[src/rtl/cotm32_pkg.sv]
// cotm32_pkg: shared decode types (immediate format select)
package cotm32_pkg;
  localparam int IMM_SEL_W = 4;
  typedef enum logic [IMM_SEL_W-1:0] {
    IMM_I, IMM_S, IMM_B, IMM_U, IMM_J, IMM_Z, IMM_SH, IMM_CI, IMM_CJ
  } imm_ext_t;
endpackage

[src/rtl/imm_decode.sv]
// imm_decode: combinational immediate decode of inst by sel into imm (XLEN) with illegal flag
module imm_decode import cotm32_pkg::*; #(
  parameter int XLEN = 32,
  parameter int ENABLE_C = 0
) (
  input  logic [31:0]     inst,
  input  imm_ext_t        sel,
  output logic [XLEN-1:0] imm,
  output logic            illegal
);
  logic c_en;
  assign c_en = ENABLE_C != 0;
  always_comb begin
    imm = '0;
    illegal = 1'b0;
    case (sel)
      IMM_I:  imm = XLEN'($signed(inst[31:20]));
      IMM_S:  imm = XLEN'($signed({inst[31:25], inst[11:7]}));
      IMM_B:  imm = XLEN'($signed({inst[31], inst[7], inst[30:25], inst[11:8], 1'b0}));
      IMM_U:  imm = XLEN'($signed({inst[31:12], 12'b0}));
      IMM_J:  imm = XLEN'($signed({inst[31], inst[19:12], inst[20], inst[30:21], 1'b0}));
      IMM_Z:  imm = XLEN'(inst[19:15]);
      IMM_SH: imm = XLEN == 64 ? XLEN'(inst[25:20]) : XLEN'(inst[24:20]);
      IMM_CI: begin
        imm = c_en ? XLEN'($signed({inst[12], inst[6:2]})) : '0;
        illegal = !c_en;
      end
      IMM_CJ: begin
        imm = c_en ? XLEN'($signed({inst[12], inst[8], inst[10:9], inst[6], inst[7],
                                    inst[2], inst[11], inst[5:3], 1'b0})) : '0;
        illegal = !c_en;
      end
      default: illegal = 1'b1;
    endcase
  end
endmodule

[src/rtl/imm_gen_pipe.sv]
// imm_gen_pipe: registered immediate generator, valid/ready in (inst, sel, tag) to valid/ready out (imm, tag, illegal) via output reg + skid entry
module imm_gen_pipe import cotm32_pkg::*; #(
  parameter int XLEN = 32,
  parameter int ENABLE_C = 0,
  parameter int TAG_W = 8
) (
  input  logic             i_clk,
  input  logic             i_rst_n,
  input  logic             i_valid,
  output logic             o_ready,
  input  logic [31:0]      i_inst,
  input  imm_ext_t         i_sel,
  input  logic [TAG_W-1:0] i_tag,
  output logic             o_valid,
  input  logic             i_ready,
  output logic [XLEN-1:0]  o_imm,
  output logic [TAG_W-1:0] o_tag,
  output logic             o_illegal
);
  typedef struct packed {
    logic [XLEN-1:0]  imm;
    logic             illegal;
    logic [TAG_W-1:0] tag;
  } imm_entry_t;
  imm_entry_t dec, out_q, skid_q;
  logic skid_valid, in_fire, out_free;
  imm_decode #(.XLEN(XLEN), .ENABLE_C(ENABLE_C)) u_dec (
    .inst(i_inst), .sel(i_sel), .imm(dec.imm), .illegal(dec.illegal)
  );
  assign dec.tag = i_tag;
  assign o_ready = !skid_valid;
  assign in_fire = i_valid && o_ready;
  assign out_free = !o_valid || i_ready;
  assign o_imm = out_q.imm;
  assign o_tag = out_q.tag;
  assign o_illegal = out_q.illegal;
  always_ff @(posedge i_clk or negedge i_rst_n) begin
    if (!i_rst_n) begin
      out_q <= '0;
      skid_q <= '0;
      o_valid <= 1'b0;
      skid_valid <= 1'b0;
    end else if (out_free) begin
      if (skid_valid) begin
        out_q <= skid_q;
        o_valid <= 1'b1;
        skid_valid <= 1'b0;
      end else begin
        o_valid <= in_fire;
        if (in_fire) out_q <= dec;
      end
    end else if (in_fire) begin
      skid_q <= dec;
      skid_valid <= 1'b1;
    end
  end
endmodule

[config.mk]
export PLATFORM = sky130hd
export DESIGN_NAME = imm_gen_pipe
export DESIGN_NICKNAME = d
export VERILOG_FILES = /design/src/rtl/cotm32_pkg.sv /design/src/rtl/imm_decode.sv /design/src/rtl/imm_gen_pipe.sv
export SDC_FILE = /design/constraint.sdc
export NUM_CORES = 1
export LEC_CHECK = 0
export BUFFER_PORTS_ARGS = -buffer_cell sky130_fd_sc_hd__clkbuf_2
export CELL_PAD_IN_SITES_DETAIL_PLACEMENT = 2
export CELL_PAD_IN_SITES_GLOBAL_PLACEMENT = 2
export CORE_ASPECT_RATIO = 0.75
export CORE_MARGIN = 4
export CORE_UTILIZATION = 30
export DETAILED_ROUTE_END_ITERATION = 8
export GPL_ROUTABILITY_DRIVEN = 0
export PLACE_DENSITY = 0.73
export SETUP_SLACK_MARGIN = 0.05
export SLEW_MARGIN = 20
export SYNTH_ARGS = -nofsm -noshare
export SYNTH_HDL_FRONTEND = slang
export SYNTH_SLANG_ARGS = --single-unit
[constraint.sdc]
create_clock -name i_clk -period 1.6 [get_ports i_clk]
set_clock_uncertainty 0.2 [all_clocks]
set_input_delay 0.32 -clock i_clk [delete_from_list [all_inputs] [get_ports i_clk]]
set_output_delay 0.32 -clock i_clk [all_outputs]
set_load 0.005 [all_outputs]
== Word-level counts from Yosys, hierarchy flattened ==
Cells that the tools add are included.
Word-level totals
  bits in registers: 84
  input port bits: 48
  output and inout bits: 43
  word-level logic and storage cells: 32
Cells by class
  eq/ne operators: 6
  mux-type cells: 7
  bitwise logic cells: 1
  reduce and logical (&&, ||, !) cells: 10
Operators by type and width (number)
  $pmux 32 s7: 1
  $mux 41: 2
  $eq 4x3->1 const B: 3
  $eq 4x2->1 const B: 2
  $reduce_or 7->1: 1
  $eq 4x1->1 const B: 1
  $logic_not 4->1: 1
  $mux 1: 4
  $reduce_and 2->1: 2
  $reduce_bool 2->1: 2
  $logic_not 1->1: 2
  $logic_and 1x1->1: 1
  $logic_or 1x1->1: 1
  $not 1->1: 1

== Longest topological paths before layout ==
Gate-level depths: netlist (run 1).
  depth in word-level cells: 5
  depth in mapped cells: 7
  mapped depth without buffers: 4

== By module ==
From an unflattened synthesis (run 1), not the netlist that was laid out.
Second synthesis, totals
  cell total of the unflattened synthesis: 293
  area total of the unflattened synthesis: 4219.0 µm²
Modules (own cells, without submodules)
  imm_gen_pipe: instances 1, cells an instance 228, area an instance 3691.0 µm², sequential area each 2102.0 µm²
  imm_decode: instances 1, cells an instance 65, area an instance 528.0 µm², sequential area each 0.0 µm²

== Worst setup path before layout (run 1) ==
OpenSTA, ideal clock, no wires.
  kind: flip-flop to flip-flop
  from: reg o_valid
  to: reg out_q, in the netlist o_imm[21]
  library setup time: 0.126 ns
  arrival time: 1.322 ns
  required time: 1.274 ns
  slack: -0.048 ns
  cell stages (with the launch flop): 7
  buffers on the path: 3
  period minus slack after synthesis: 1.648 ns
  cells stage by stage: dfrtp_1 > nand2b_1 > buf_4 > o21ai_2 > buf_2 > buf_2 > a221o_1
Between the ends
  cells in the longest elaborated chain, start to end: 3
Ends and longest elaborated chain
  from (decl): line imm_gen_pipe.sv:14  | output logic o_valid,
  from (signal assigned): line imm_gen_pipe.sv:49  | o_valid <= in_fire;
  $logic_not 1->1: line imm_gen_pipe.sv:33  | assign out_free = !o_valid || i_ready;
  $logic_or 1x1->1: line imm_gen_pipe.sv:33
  $reduce_and 2->1 (no line)
  to (signal assigned): line imm_gen_pipe.sv:45  | out_q <= skid_q;
  to (decl): line imm_gen_pipe.sv:25  | imm_entry_t dec, out_q, skid_q;
No other way between the ends.
A chain may end at the register's enable or synchronous reset.

== Worst setup path in the final report (run 1) ==
  from: reg skid_valid
  to: reg skid_q[21] (netlist name)
Between the ends
  cells in the longest elaborated chain, start to end: 3
Ends and longest elaborated chain
  from (decl): line imm_gen_pipe.sv:26  | logic skid_valid, in_fire, out_free;
  from (signal assigned): line imm_gen_pipe.sv:42  | skid_valid <= 1'b0;
  from (signal assigned): line imm_gen_pipe.sv:47  | skid_valid <= 1'b0;
  from (signal assigned): line imm_gen_pipe.sv:54  | skid_valid <= 1'b1;
  $logic_not 1->1: line imm_gen_pipe.sv:31  | assign o_ready = !skid_valid;
  $logic_and 1x1->1: line imm_gen_pipe.sv:32  | assign in_fire = i_valid && o_ready;
  $reduce_and 2->1 (no line)
  to (signal assigned): line imm_gen_pipe.sv:40  | skid_q <= '0;
  to (signal assigned): line imm_gen_pipe.sv:53  | skid_q <= dec;
  to (decl): line imm_gen_pipe.sv:25
No other way between the ends.

==> impl_results.md, run 1 <==
* Status: complete, but fails checks
* Failing checks: setup timing
* Num CTS Buffers at 9
* Initial core utilization at 31.0%
* Clock sink count at 84
* Met2 Wirelength at 8950 µm
* WL final at 18600 µm
* Post-DRT Antenna Nets at 0
* Synth unique cells at 44
* Gr ovfl total at 0
* Avg Inst Size Synth at 10.1 µm²
* Synth warnings at 0
* Layout cell share with drive strength beyond 1 at 45.1%
* Hold Path Class: primary input to flip-flop
* Period minus WS final at 1.78 ns
* Synthesized instance count at 401
* Tcrit/Tclk final at 112%
* Net Count, Synth at 449
* Post-synth top area share at 51.8%
* Area of the multi-input gates at 2150 µm²
* Clock power frac at 31.1%
* Die H at 109 µm
* RSZ-0062 raised after global routing: yes
* Data arrival, critical path at 1.83 ns
* Async set-reset flop share out of synthesis at 100%
* Pin count of the biggest net entering global routing at 39
* Met1 Wirelength at 8370 µm
* DRC at 0
* # diodes at 0
* Root buffer cell: clkbuf_16
* Post-synth EDFFs at 0
* Hold wc startpoint: i_tag[2]
* Prevailing post-synth register cell: dfrtp_1
* Final hold slack at 0.0208 ns
* Critical R2R Launch: skid_valid$_DFFE_PN0P_
* CP startpoint: skid_valid$_DFFE_PN0P_
* IR drop worst, VDD at 0.000497 V
* FF+latch count, synth at 84
* Max Used Layer: met4
* Post-Syn Area at 4060 µm²
* Post-DP HPWL at 10400 µm
* Crit Path Category: flip-flop to flip-flop
* Die area at 15500 µm²
* Power Density at 1060 nW/µm²
* Area Growth Syn to Fin at 52.0%
* Combinational Power Share at 27.2%
* Leading area contributor after synthesis: dfrtp_1
* Fin nets at 586
* Seq/Total Area, Yosys at 51.8%
* Fin. max-slew vios at 0
* CTS clk-pin slew, worst paths at 0.08 ns
* CP Launch Type: flip-flop
* WL met3 at 870 µm
* Cell Rows at 36
* Post-route non-filler standard cell count at 714
* CP endpoint kind: flip-flop
* CTS tree: built
* Via count at 4008
* First-pass GRT wire length at 27800 µm
* Initial antenna violation count at 0
* Maxcap violations at 0
* Final worst setup slack at -0.184 ns
* CORE AREA at 13100 µm²
* WL/cell at 26.0 µm
* Clk Latency, worst-skew pair at 0.35 ns
* Sequential share of power at 41.6%
* Placed insts at 660
* Maximum clock rate at 560 MHz
* Port Buffer Count at 83
* Worst rel slew slack at 51.1%
* Endpoints failing setup at 81
* Fillers at 1323
* Internal power at 4420 µW
* Largest cells by area after synthesis: dfrtp_1 52%, nand2_1 5.2%, a221o_1 4.7%
* Most common cell after layout, fill and taps aside: dfrtp_1
* H-tree Lvls at 3
* Most frequent cells in the layout: 83 x dfrtp_1, 80 x clkbuf_2, 45 x nand2_1
* First drt pass iteration count at 4
* Post-layout util at 47.1%
* # IOs at 91
* DR vias/cell at 5.61
* Net Switching at 2140 µW
* Dpl cell area at 4930 µm²
* Gr usage total at 23.7%
* Worst-Margin Slew at 0.732 ns
* Die X at 142 µm
* Vias in the first global route at 4596
* Cell area after layout at 6170 µm²
* Hold Fails Final Rpt at 0
* Initial DRC Count at 220
* CTS Buffer Depth at 2
* Worst-path maximum fanout at 6
* Sw frac at 32.6%
* Register Area at 2100 µm²
* Worst path required time at 1.64 ns
* Static leakage at 0.00296 µW
[layout make-up]
type                    instances  share of cell area, %
flip-flops and latches         84                   34.1
inverters                       2                  0.243
multi-input cells             280                   34.8
clock inverters                 7                  0.871
clock buffers                   9                   3.65
well taps                     171                   3.47
repair buffers                161                   22.9
[registers in the layout (all words and copies together) (netlist names)]
register    cells
o_tag           8
o_valid         1
skid_q         41
o_illegal       1
skid_valid      1
o_imm          32
[Yosys cell counts (2+ instances only)]
master,instances
a21oi_1,35
a31o_1,2
o22ai_1,8
nor2_2,3
nor2b_1,5
a211oi_1,2
dfrtp_1,84
clkbuf_1,12
nor2_1,16
nand3b_1,3
a22oi_1,8
a221o_1,19
a22o_1,19
buf_1,4
nand3_1,7
buf_4,4
a32oi_1,4
nand2_1,56
buf_2,15
mux2i_1,12
nor3_1,3
and3_1,20
o211ai_1,5
o21ai_0,4
o21ai_1,16
mux2_1,9
nand2b_1,9
[path summary, 6_finish.rpt]
kind                            slack [ns]  depth (start not counted)                     end
worst max-delay path                 -0.18                          6  skid_q[21]$_DFFE_PN0P_
worst min-delay path                  0.02                          2   skid_q[2]$_DFFE_PN0P_
worst max register to register       -0.18                          6  skid_q[21]$_DFFE_PN0P_
worst min register to register        0.31                          1   o_imm[31]$_DFFE_PN0P_
max in group asynchronous             0.54                          3   o_imm[22]$_DFFE_PN0P_
min in group asynchronous             0.16                          2    o_tag[2]$_DFFE_PN0P_
[cell families (layout without fill, tap and decap cells)]
logic type | after synthesis | in the layout | share of synthesized area [%]
muxes | 21 | 21 | 5.45
DFF | 84 | 84 | 51.8
AOI/OAI and AO/OA | 128 | 128 | 22.0
adders and majority gates | 1 | 1 | 0.277
and+or+nand+nor | 129 | 130 | 16.0
buffers and inverters | 38 | 179 | 4.53
[what timing repair did]
item,in CTS,in global routing
setup endpoints to repair,81,84
hold buffers,2,0
setup buffers,20,8
gates resized for setup,61,57
cloned,7,3
pin swaps,28,42
hold endpoints to repair,85,0
[metrics by stage]
stage | setup WS, ns | total power [µW] | setup TNS [ns]
2_1_floorplan | 0.00197 | 3320 | 0
3_3_place_gp | -0.257 | 3880 | -13.24
3_5_place_dp | -0.394 | 3980 | -19.39
4_1_cts | -0.123 | 6280 | -5.32
5_1_grt | -0.243 | 6850 | -14.91
6_report | -0.184 | 6560 | -10.63
[routing by layer]
layer  track usage [%]  vias to the layer above
li1                  -                     1744
met1              30.8                     2131
met2              40.1                      104
met3              4.73                       29
met4              7.19                        0
met5                 0                        -
[power by group through the flow]
stage | clock network, µW | registers, µW | logic [µW]
finish | 2040 | 2730 | 1790
global route | 2150 | 2770 | 1920
CTS | 2030 | 2680 | 1560
detailed placement | 0 | 2710 | 1270
global placement | 0 | 2680 | 1200
floorplan | 0 | 2670 | 651
[worst max-delay path, cell delays in order, from the launching register on]
cell	delay (ns)
dfrtp_1	0.42
buf_6	0.13
nand4bb_4	0.26
buf_6	0.19
buf_12	0.13
buf_16	0.13
a22o_1	0.21
Note: power is estimated with default switching activity, not from simulation.
==> run 2: changes to the inputs <==
Settings changed: ABC_AREA set to 1, CORE_UTILIZATION 30 to 27, PLACE_DENSITY 0.73 to 0.72.
==> run 2 against run 1 <==
Net effect:
- the flow still finishes with violations (setup timing)
- flip-flop and latch count stayed put
- sequential power up 1%
- register-to-register slack better by 0.14 ns
- synthesized cell count up 28%
- maximum frequency increased by 8.4%
==> impl_results.md, run 2 <==
* Die area at 16800 µm² (+8.6%)
* Post-DP HPWL at 9490 µm (-8.8%)
* WL/cell at 19.0 µm (-27%)
* Initial DRC Count at 148 (-33%)
* Most common cell after layout, fill and taps aside: nand2_1
* Total power at 6460 µW (-1.4%)
* # diodes at 0 (unchanged)
* Post-DRT Antenna Nets at 0 (unchanged)
* Final worst setup slack at -0.0464 ns (+0.138 ns)
* Data arrival, critical path at 1.73 ns (-0.10 ns)
* Status: complete, but fails checks
* Post-synth EDFFs at 0 (unchanged)
* Static leakage at 0.00295 µW (-0.23%)
* Maxcap violations at 0 (unchanged)
* Tcrit/Tclk final at 103% (-8.6 points)
* Worst-Margin Slew at 0.522 ns (-0.210 ns)
* Period minus WS final at 1.65 ns (-0.138 ns)
* Setup TNS at -0.276 ns (+10.36 ns)
* Power Density at 1100 nW/µm² (+3.2%)
* Hold Fails Final Rpt at 0 (unchanged)
* Slowest stage cell, crit path: dfrtp_1
* Initial antenna violation count at 0 (unchanged)
* Cell Rows at 38 (+5.6%)
* FF+latch count, synth at 84 (unchanged)
* CTS Buffer Depth at 2 (unchanged)
* IR drop worst, VDD at 0.000813 V (+63%)
* Pin count of the biggest net entering global routing at 85 (+120%)
* Most frequent cells in the layout: 175 x nand2_1, 83 x dfrtp_1, 81 x clkbuf_2
* Gr usage total at 18.7% (-5.0 points)
* Avg Inst Size Synth at 7.78 µm² (-23%)
* Post-layout util at 40.8% (-6.3 points)
* CP Launch Type: flip-flop
* First drt pass iteration count at 4 (unchanged)
* Fin. max-slew vios at 0 (unchanged)
* Clk Latency, worst-skew pair at 0.35 ns (about the same)
* WL final at 15800 µm (-15%)
* Reg2Reg Setup Slack at -0.05 ns (+0.14 ns)
* Placed insts at 791 (+20%)
* CP endpoint kind: flip-flop
* Initial core utilization at 27.6% (-3.4 points)
* Die H at 113 µm (+4.2%)
* Endpoints failing setup at 22 (-73%)
* Worst path required time at 1.69 ns (+0.05 ns)
* Net Count, Synth at 561 (+25%)
* # IOs at 91 (unchanged)
* Leading area contributor after synthesis: dfrtp_1
* CTS tree: built
* Num CTS Buffers at 9 (unchanged)
* Async set-reset flop share out of synthesis at 100% (unchanged)
* Clock sink count at 84 (unchanged)
* Worst-path maximum fanout at 8 (+2)
* Vias in the first global route at 4415 (-3.9%)
* CORE AREA at 14500 µm² (+10%)
* Seq/Total Area, Yosys at 52.6% (+0.89 points)
* Failing checks: setup timing
* Synth unique cells at 21 (-52%)
* Commonest cells in the netlist: 185 x nand2_1, 84 x dfrtp_1, 57 x nor2_1, 45 x a21oi_1, 34 x nand3_1
* DR vias/cell at 4.76 (-15%)
* Largest register by flop count: skid_q
* Largest cells by area after synthesis: dfrtp_1 53%, nand2_1 17%, a21oi_1 5.6%
* Worst rel slew slack at 65.2% (+14 points)
* CTS clk-pin slew, worst paths at 0.06 ns (-0.02 ns)
* Via count at 3978 (-0.75%)
* Fin nets at 679 (+16%)
* Root buffer cell: clkbuf_16
* Fillers at 1637 (+24%)
* Prevailing post-synth register cell: dfrtp_1
* DRC at 0 (unchanged)
* First-pass GRT wire length at 24100 µm (-13%)
* Layout cell share with drive strength beyond 1 at 34.6% (-11 points)
* Synth warnings at 0 (unchanged)
* Post-synth top area share at 52.6% (+0.89 points)
* Post-Syn Area at 3990 µm² (-1.7%)
* Most numerous cell in the Yosys netlist: nand2_1
* Max incr delay on CP at 0.39 ns (-0.03 ns)
* Max reg flops at 41 (unchanged)
* CP dominant cell by count: nor2_4
* Synthesized instance count at 513 (+28%)
* Die X at 148 µm (+4.3%)
* Area Growth Syn to Fin at 47.8%
* Hold Path Class: primary input to flip-flop
* H-tree Lvls at 3 (unchanged)
* Maximum clock rate at 607 MHz (+8.4%)
* Port Buffer Count at 83 (unchanged)
* RSZ-0062 raised after global routing: yes
* Crit Path Category: flip-flop to flip-flop
* Crit path cell chain: inv_2 -> nor2_4 -> buf_6 -> nor2_4 -> clkinv_4 -> buf_8 -> a21oi_1 -> o21ai_1 -> nand2_1
* Post-route non-filler standard cell count at 836 (+17%)
* Gr ovfl total at 0 (unchanged)
## run 2: timing repair
| item | 4_1_cts | 5_1_grt |
|---|---|---|
| setup buffers | 5 | 8 |
| cloned | 5 | 4 |
| resized for setup | 55 | 77 |
| hold buffers | 8 | 0 |
| endpoints found under the setup margin | 31 | 77 |
| endpoints found under the hold margin | 91 | 0 |
| pin swaps | 7 | 17 |
## run 2: metrics by stage
| step | hold WS, ns | area, µm² | worst slack [ns] |
|---|---|---|---|
| after floorplan | -0.176 | 3990 | 0.181 |
| after global placement | 0.205 | 4760 | -0.0960 |
| after detailed placement | 0.211 | 4760 | -0.199 |
| after CTS | 0.00466 | 5480 | -0.0537 |
| after global routing | 0.0466 | 5900 | -0.146 |
| final | 0.0398 | 5900 | -0.0464 |
## run 2: cells by family (layout without fill, tap and decap cells)
logic type / Yosys count / after routing / share of synthesized area [%]
flops: 84 / 84 / 52.6
buf+inv: 55 / 178 / 6.42
compound gates: 89 / 89 / 11.9
simple gates: 285 / 285 / 29.1
## run 2: where the power goes
group | internal (µW) | total (µW) | switching, µW
Combinational | 734 | 1640 | 910
Clock | 1180 | 2050 | 874
Sequential | 2510 | 2770 | 254
Total | 4430 | 6460 | 2040
## run 2: critical path: cells and delay by family (launching register included)
kind                   cells  cell delay (ns)
AOI/OAI and AO/OA          2             0.20
and+or+nand+nor            3             0.27
DFF                        1             0.39
buffers and inverters      4             0.52
## run 2: layout make-up
type | count | area, µm² | area share [%]
flip-flops and latches | 84 | 2100 | 35.6
multi-input cells | 374 | 1960 | 33.3
repair buffers | 136 | 1180 | 20.0
clock buffers | 15 | 278 | 4.71
well taps | 200 | 250 | 4.24
inverters | 26 | 118 | 1.99
clock inverters | 1 | 5.00 | 0.0848
## run 2: routing by layer
metal  up-vias  global-route usage [%]  share of wire [%]
met4         0                    4.55               0.93
met3        10                    5.52                4.0
met2        54                    30.8                 48
met1      2029                    24.2                 47
met5         -                       0                  0
li1       1885                       -                  -
## run 2: final timing paths
| path | startpoint | depth (start not counted) | endpoint |
|---|---|---|---|
| setup / recovery | o_valid$_DFFE_PN0N_ | 9 | o_imm[15]$_DFFE_PN0P_ |
| hold / removal | i_tag[2] | 3 | skid_q[2]$_DFFE_PN0P_ |
| setup reg to reg | o_valid$_DFFE_PN0N_ | 9 | o_imm[15]$_DFFE_PN0P_ |
| min in group asynchronous | i_rst_n | 3 | o_imm[12]$_DFFE_PN0P_ |
| hold reg to reg | o_imm[18]$_DFFE_PN0P_ | 2 | o_imm[18]$_DFFE_PN0P_ |
| max in group asynchronous | i_rst_n | 3 | o_imm[16]$_DFFE_PN0P_ |
==> run 3: changes to the inputs <==
Settings changed: ABC_CLOCK_PERIOD_IN_PS set to 1600, CORE_ASPECT_RATIO 0.75 to 0.6, SLEW_MARGIN 20 to not set.
==> run 3 against run 2 <==
Net effect:
- the flow still finishes with violations (setup timing)
- count of clock-buffer cells in the layout fell by 4
- sequential share of layout area rose by 2.0 points
- global-route usage fell by 0.68 points
- routed wire length fell by 0.58%
- via count rose by 0.30%
- final cell count fell by 1.1%
- non-clock buffer count fell by 6
- flip-flop and latch count did not move
- clock power rose by 4%
- combinational power fell by 9%
- sequential power barely moved
- maximum frequency fell by 0.38%
==> impl_results.md, run 3 (same netlist as run 2, synthesis figures left out) <==
* Initial core utilization at 27.6% (about the same)
* Area of the multi-input gates at 1770 µm² (-9.9%)
* Pin count of the biggest net entering global routing at 35 (-59%)
* Fin. max-slew vios at 0 (unchanged)
* Crit Path Category: flip-flop to flip-flop
* Clk Latency, worst-skew pair at 0.33 ns (-0.02 ns)
* Gr ovfl total at 0 (unchanged)
* Hold Path Class: primary input to flip-flop
* Hold wc startpoint: i_tag[7]
* Post-DP HPWL at 9680 µm (+2.0%)
* WL/cell at 19.0 µm (+0.50%)
* Maxcap violations at 0 (unchanged)
* First drt pass iteration count at 4 (unchanged)
* RSZ-0062 raised after global routing: yes
* Data arrival, critical path at 1.68 ns (-0.05 ns)
* Static leakage at 0.00285 µW (-3.4%)
* Most common cell after layout, fill and taps aside: nand2_1
* Maximum clock rate at 605 MHz (-0.38%)
* Post-DRT Antenna Nets at 0 (unchanged)
* Power Density at 1140 nW/µm² (+4.4%)
* Port Buffer Count at 83 (unchanged)
* DRC at 0 (unchanged)
* First-pass GRT wire length at 23500 µm (-2.6%)
* IR drop worst, VDD at 0.000502 V (-38%)
* Via count at 3990 (+0.30%)
* DR vias/cell at 4.82 (+1.4%)
* CTS Buffer Depth at 2 (unchanged)
* Initial antenna violation count at 0 (unchanged)
* Sequential share of power at 43.2% (+0.4 points)
* CTS tree: built
* Worst rel slew slack at 75.0% (+9.8 points)
* Cell Rows at 34 (-11%)
* Num CTS Buffers at 9 (unchanged)
* Initial DRC Count at 110 (-26%)
* CTS clk-pin slew, worst paths at 0.07 ns (about the same)
* Worst-path maximum fanout at 34 (+26)
* Fillers at 1642 (+0.31%)
* Total power at 6390 µW (-1.1%)
* Clock sink count at 84 (unchanged)
* Area Growth Syn to Fin at 40.0%
* Die H at 102 µm (-9.8%)
* Gr usage total at 18.0% (-0.68 points)
* Root buffer cell: clkbuf_16
* Cell area after layout at 5590 µm² (-5.3%)
* Most frequent cells in the layout: 185 x nand2_1, 83 x dfrtp_1, 81 x clkbuf_2
* Setup WS pre-CTS at -0.188 ns (+0.0107 ns)
* Critical R2R Launch: o_valid$_DFFE_PN0N_
* Status: complete, but fails checks
* Period minus WS final at 1.65 ns (+0.00624 ns)
* Net Switching at 1980 µW (-2.6%)
* Failing checks: setup timing
* # IOs at 91 (unchanged)
* Dpl cell area at 4760 µm² (+0.11%)
* Clock power frac at 33.4% (+1.6 points)
* Combinational Power Share at 23.5% (-1.9 points)
* Worst path required time at 1.62 ns (-0.07 ns)
* Reg2Reg Setup Slack at -0.05 ns (about the same)
* Max reg flops at 41 (unchanged)
* CP startpoint: o_valid$_DFFE_PN0N_
* CP Launch Type: flip-flop
* Fin nets at 673 (-0.88%)
* Tcrit/Tclk final at 103% (+0.39 points)
* Final hold slack at 0.00496 ns (-0.0348 ns)
* Die area at 16900 µm² (+0.26%)
* Internal power at 4410 µW (-0.41%)
* H-tree Lvls at 3 (unchanged)
* Endpoints failing setup at 2 (-91%)
* # diodes at 0 (unchanged)
* Sw frac at 31.0% (-0.48 points)
* Final worst setup slack at -0.0526 ns (-0.00624 ns)
* Vias in the first global route at 4372 (-0.97%)
* WL final at 15800 µm (-0.58%)
* Largest register by flop count: skid_q
* Worst-Margin Slew at 0.374 ns (-0.148 ns)
* CORE AREA at 14500 µm² (about the same)
* Post-route non-filler standard cell count at 827 (-1.1%)
* Layout cell share with drive strength beyond 1 at 29.4% (-5.2 points)
* Register Area at 2100 µm² (unchanged)
* Hold Fails Final Rpt at 0 (unchanged)
* Die X at 165 µm (+11%)
* CP endpoint kind: flip-flop
* Placed insts at 790 (-0.13%)
[run 3: changes by cell type in the layout (fill, tap and decap cells not counted), sizes merged]
cell and delta:
clkinv +1, inv +1, bufbuf -1, bufinv +1
clkbuf -4, dlygate4sd3 -5
[run 3: final timing paths]
kind	to	cells after the start
min	skid_q[7]$_DFFE_PN0P_	3
max reg2reg	o_illegal$_DFFE_PN0P_	7
min in group asynchronous	o_imm[13]$_DFFE_PN0P_	2
max	o_illegal$_DFFE_PN0P_	7
max in group asynchronous	skid_q[28]$_DFFE_PN0P_	3
min reg2reg	o_imm[31]$_DFFE_PN0P_	2
[run 3: layout make-up]
| class | count | share of cell area [%] |
|---|---|---|
| clock inverter | 4 | 0.873 |
| timing repair buffer | 130 | 19.0 |
| inverter | 26 | 2.10 |
| sequential | 84 | 37.6 |
| tap | 198 | 4.43 |
| multi-input combinational | 374 | 31.7 |
| clock buffer | 11 | 4.34 |
[run 3: routing by layer]
layer	GRT usage (%)	routed length, µm	vias to the layer above	share of wire (%)
li1	-	-	1875	-
met1	24.7	7580	2020	48
met2	29.2	7330	80	47
met3	4.80	686	15	4.4
met4	2.88	157	0	1.0
met5	0	0	-	0
[run 3: metrics by stage]
stage               util, %  setup TNS (ns)
finish                 38.7         -0.0604
global route           38.7          -0.285
CTS                    36.1        -0.00708
detailed placement     32.9           -2.85
global placement       32.9          -0.451
floorplan                 -               0
[run 3: worst max-delay path, stage by stage (launching register included)]
cell,delay (ns)
dfrtp_1,0.39
inv_2,0.07
nor2_4,0.04
nor2_4,0.15
buf_6,0.12
buf_12,0.19
o21ai_0,0.13
o21ai_1,0.24
[run 3: repair_timing]
item,CTS,global route
buffers inserted,5,6
hold buffers,3,0
cloned,3,6
setup endpoints to repair,20,73
gates resized for setup,10,66
hold endpoints to repair,86,0
pin swaps,0,7
[run 3: power groups by stage]
stage	clock, µW	sequential, µW	combinational, µW
after floorplan	0	2730	629
after global routing	2310	2810	1690
final	2130	2760	1500
after global placement	0	2750	1190
after CTS	2190	2730	1330
after detailed placement	0	2770	1250
